File: src/rtl/shift_reg_univ.sv
// Universal word shift register with a saturating fill counter.
// DEPTH stages of WIDTH bits. Per-cycle mode: hold, shift up, shift down or
// parallel load. Also provides a synchronous clear and an asynchronous reset.

// Two-input word mux, WIDTH bits: o_y = i_sel ? i_b : i_a.
module mux2 #(
    parameter int WIDTH = 1
) (
    input  logic             i_sel,
    input  logic [WIDTH-1:0] i_a,
    input  logic [WIDTH-1:0] i_b,
    output logic [WIDTH-1:0] o_y
);
    assign o_y = i_sel ? i_b : i_a;
endmodule

module shift_reg_univ #(
    parameter  int WIDTH = 8,
    parameter  int DEPTH = 4,
    localparam int FW    = $clog2(DEPTH + 1)
) (
    input  logic                   clk,
    input  logic                   rst,
    input  logic                   clr,
    input  logic [1:0]             mode,
    input  logic [WIDTH-1:0]       din_lo,
    input  logic [WIDTH-1:0]       din_hi,
    input  logic [WIDTH*DEPTH-1:0] pin,
    output logic [WIDTH*DEPTH-1:0] pout,
    output logic [WIDTH-1:0]       sout_lo,
    output logic [WIDTH-1:0]       sout_hi,
    output logic [FW-1:0]          fill,
    output logic                   full
);

    logic [WIDTH-1:0] r_stage [DEPTH];
    logic [FW-1:0]    r_fill;

    logic [WIDTH-1:0] w_next [DEPTH];
    logic [FW-1:0]    w_fill_next;

    // Per-stage next-value selection. mode[0] picks within each pair
    // {hold, up} / {down, load}, and mode[1] then picks the pair.
    for (genvar g = 0; g < DEPTH; g++) begin : g_stage
        logic [WIDTH-1:0] w_up_src;
        logic [WIDTH-1:0] w_dn_src;
        logic [WIDTH-1:0] w_pair_lo;
        logic [WIDTH-1:0] w_pair_hi;

        if (g == 0) begin : g_up_edge
            assign w_up_src = din_lo;
        end else begin : g_up_mid
            assign w_up_src = r_stage[g-1];
        end

        if (g == DEPTH - 1) begin : g_dn_edge
            assign w_dn_src = din_hi;
        end else begin : g_dn_mid
            assign w_dn_src = r_stage[g+1];
        end

        mux2 #(.WIDTH(WIDTH)) u_mux_lo (
            .i_sel (mode[0]),
            .i_a   (r_stage[g]),
            .i_b   (w_up_src),
            .o_y   (w_pair_lo)
        );

        mux2 #(.WIDTH(WIDTH)) u_mux_hi (
            .i_sel (mode[0]),
            .i_a   (w_dn_src),
            .i_b   (pin[g*WIDTH +: WIDTH]),
            .o_y   (w_pair_hi)
        );

        mux2 #(.WIDTH(WIDTH)) u_mux_sel (
            .i_sel (mode[1]),
            .i_a   (w_pair_lo),
            .i_b   (w_pair_hi),
            .o_y   (w_next[g])
        );

        assign pout[g*WIDTH +: WIDTH] = r_stage[g];
    end

    // Fill counter next value: shifts saturate at DEPTH, and a load sets it to DEPTH.
    always_comb begin
        w_fill_next = r_fill;
        case (mode)
            2'b01, 2'b10: begin
                if (r_fill != FW'(DEPTH)) begin
                    w_fill_next = r_fill + FW'(1);
                end
            end
            2'b11:   w_fill_next = FW'(DEPTH);
            default: w_fill_next = r_fill;
        endcase
    end

    // Stage and fill registers. The priority order is rst, then clr, then mode.
    always_ff @(posedge clk or posedge rst) begin
        if (rst) begin
            for (int unsigned i = 0; i < DEPTH; i++) begin
                r_stage[i] <= '0;
            end
            r_fill <= '0;
        end else if (clr) begin
            for (int unsigned i = 0; i < DEPTH; i++) begin
                r_stage[i] <= '0;
            end
            r_fill <= '0;
        end else begin
            for (int unsigned i = 0; i < DEPTH; i++) begin
                r_stage[i] <= w_next[i];
            end
            r_fill <= w_fill_next;
        end
    end

    assign sout_lo = r_stage[0];
    assign sout_hi = r_stage[DEPTH-1];
    assign fill    = r_fill;
    assign full    = (r_fill == FW'(DEPTH));

endmodule

File: config.mk
export PLATFORM = sky130hd
export DESIGN_NAME = shift_reg_univ
export DESIGN_NICKNAME = d
export VERILOG_FILES = /design/src/rtl/shift_reg_univ.sv
export SDC_FILE = /design/constraint.sdc
export NUM_CORES = 1
export LEC_CHECK = 0
export CAP_MARGIN = 15
export CORE_UTILIZATION = 41
export DETAILED_ROUTE_END_ITERATION = 10
export GPL_TIMING_DRIVEN = 0
export PLACE_DENSITY = 0.83
export SETUP_SLACK_MARGIN = 0.15
export SYNTH_ARGS = -nofsm -noshare
export SYNTH_HDL_FRONTEND = slang
export SYNTH_SLANG_ARGS = --single-unit
export TNS_END_PERCENT = 50
File: constraint.sdc
create_clock -name clk -period 1.7 [get_ports clk]
set_clock_uncertainty 0.1 [all_clocks]
set_input_delay 0.17 -clock clk [delete_from_list [all_inputs] [get_ports clk]]
set_output_delay 0.17 -clock clk [all_outputs]
set_load 0.01 [all_outputs]
==> flow_summary.ini <==
[timing]
finalMaxSlewViolations = 0
min_period_ps = 1570
worst_slack_ps = 131
relSlewSlack_pct = 42.3
hold_violations = 0
rsz0062_at_grt = yes
worst_pin_slew_ps = 864
whs_ps = 258
max_freq_ghz = 0.638
setup_viol = 0
period_share_pct = 92.3

[floorplan]
pin_count = 105
die_x_um = 74.5
die_height_um = 74.5
die_area_um2 = 5550
rows = 26
core_um2 = 5070
initial_core_util_pct = 42.4

[yosys]
async_reset_ff_share_pct = 100
yosys_warnings = 0
synthTopCellsByArea = dfrtp_1, mux4_2, nor2b_1
ys_top_cells_by_count = dfrtp_1, mux4_2, nor2b_1, buf_4, buf_6
synth_seq_area_share_pct = 40.7
yosys.area.top_type = dfrtp_1
yosys_register_bits = 35
synthFlopType = dfrtp_1
yosys.area_share.simple_pct = 11.4
synth_edf_count = 0
avgSynthCellArea_um2 = 14.7
synth-compound-area-share_pct = 1.86
synth_area_um2 = 2150
synth.most_common_cell = dfrtp_1
synthAdderAreaFrac_pct = 2.32
synth_cell_types = 19
synth_top_family_by_area = multiplexers
synth-xor-area-share_pct = 0
synthMuxAreaShare_pct = 33.5
synthCells = 146
synth_top_area_share_pct = 40.7
synth_fp_nets = 203

[detailed_routing]
route.final.wire_length_mm = 6.18
dr_total_vias = 1757
via_per_inst = 5.11
drtAntennaViolNets = 0
drt_iter0_drc = 50
firstDrtPassIters = 4
drc = 0
drt-wirelength-per-cell_um = 18.0

[power]
peakVddDrop_v = 0.000355
leakage_nw = 1.82
power_density_nw_per_um2 = 627

[clock_tree]
cts.sinks = 35
clock_latency_ps = 290
clkTransAtPathRegs_ps = 70
cts_tree = built
cts_hold_buf = 0
cts_buffer_depth = 2
cts_max_level = 2
root_buffer = clkbuf_8
cts_buffers = 5

[placement]
place_inst = 321
hpwl_mm = 4.31
gp_congestion = 0.809
postPlaceCellArea_um2 = 3310
place_worst_setup_slack_ps = -320
portBuffers = 104

[global_route]
grt_overflow = 0
met2_usage_pct = 37.2
grt_pass1_wl_mm = 9.18
top_usage_layer = met2
grt_use_total_pct = 23.8
antenna_found_initial = 0
grt_max_degree = 21
met3_usage_pct = 6.23
met1_usage_pct = 32.3
first_global_vias = 1727

[setup_path]
critPathRequiredTime_ps = 1430
crit_arrival_ps = 1300
cp-end-kind = output pin
path_max_fanout = 4
path_class = flop to output pin
start_kind = flop

[min_path]
hold_class = input pin to asynchronous set/reset pin

[finish]
final_cell_area_um2 = 3590
fin_cells = 344
area_growth_pct = 66.9
n_fill_cell = 383
drive_above_1_share_pct = 29.6
nets = 330
antennaDiodeCount = 0

[job]
cap_viol_max_count = 0

[run_status]
run_status = finished, final reports clean
per-stage QoR:
| stage | power, W | util, % | setup TNS, ps |
|---|---|---|---|
| global placement | 0.00161 | 64.7 | -13990 |
| finish | 0.00225 | 70.8 | 0 |
| global route | 0.00236 | 70.8 | 0 |
| detailed placement | 0.00164 | 65.2 | -9400 |
| CTS | 0.00226 | 68.2 | 0 |
| floorplan | 0.00128 | - | 0 |
worst paths after layout:
kind / start / endpoint / slack [ps] / cells after the start
setup reg to reg: fill[1]$_DFFE_PP0P_ / fill[0]$_DFFE_PP0P_ / 170 / 5
min in group clk: mode[0] / fill[2]$_DFFE_PP0P_ / 420 / 4
max in group asynchronous: rst / sout_hi[7]$_DFFE_PP0P_ / 670 / 3
setup / recovery: fill[1]$_DFFE_PP0P_ / full / 130 / 4
hold / removal: rst / g_stage[0].w_dn_src[6]$_DFFE_PP0P_ / 260 / 2
hold reg to reg: fill[2]$_DFFE_PP0P_ / fill[2]$_DFFE_PP0P_ / 620 / 3
registers in the layout (all words and copies together), names as in the netlist:
register	flops
fill	3
g_stage.w_dn_src	16
sout_hi	8
sout_lo	8
layer usage:
metal,up-vias,part of all wire (%)
met1,882,41
met4,0,1.9
met3,10,7.8
met5,-,0
met2,85,49
li1,780,-
cell usage in the layout, fill, tap and decap left out, drive strengths merged:
master / synthesis / routed
or4: 1 / 1
nand4b: 1 / 1
o21ai: 1 / 1
ha: 4 / 4
dlygate4sd2: 0 / 3
a21o: 1 / 1
a21oi: 2 / 2
clkbuf: 3 / 10
nor2b: 32 / 32
o21a: 1 / 1
dfrtp: 35 / 35
clkdlybuf4s15: 0 / 1
clkinv: 0 / 1
nor2: 2 / 2
dlymetal6s2s: 0 / 20
mux4: 32 / 32
and3: 1 / 1
and2: 1 / 1
inv: 3 / 3
nor4b: 1 / 1
buf: 24 / 40
o21ba: 1 / 1
clkdlybuf4s50: 0 / 80
power breakdown:
part | switching, W | internal (W) | total, W
combinational | 0.000233 | 0.000483 | 0.000716
sequential | 0.0000575 | 0.000886 | 0.000944
clock | 0.000306 | 0.000288 | 0.000594
cell type report:
cell class                      instances  area [µm²]  share of cell area, %
Sequential cell                        35         876                   24.4
Clock buffer                            7        76.3                   2.12
Inverter                                3        11.3                  0.313
Timing Repair Buffer                  120        1230                   34.2
Clock inverter                          1        5.00                  0.139
Buffer                                 27         246                   6.86
Multi-Input combinational cell         81        1060                   29.6
Tap cell                               70        87.6                   2.44
timing repair:
action,4_1_cts,5_1_grt
hold endpoints to repair,0,0
setup endpoints to repair,50,47
pin swaps,0,1
gates resized for setup,13,23
setup buffers,5,10
cells by family (layout without fill, tap and decap cells):
group	after synthesis	in the layout
AND/OR/NAND/NOR	39	39
flip-flops	35	35
multiplexers	32	32
buffers and inverters	30	158
AO/OA/AOI/OAI	6	6
adder cells (fa/ha/maj)	4	4
worst max-delay path, cell delays in order (launching register included):
cell	delay, ps
dfrtp_1	410
inv_1	70
ha_2	170
and2_1	120
clkdlybuf4s15_1	230
Note: power is estimated with default switching activity, not from simulation.
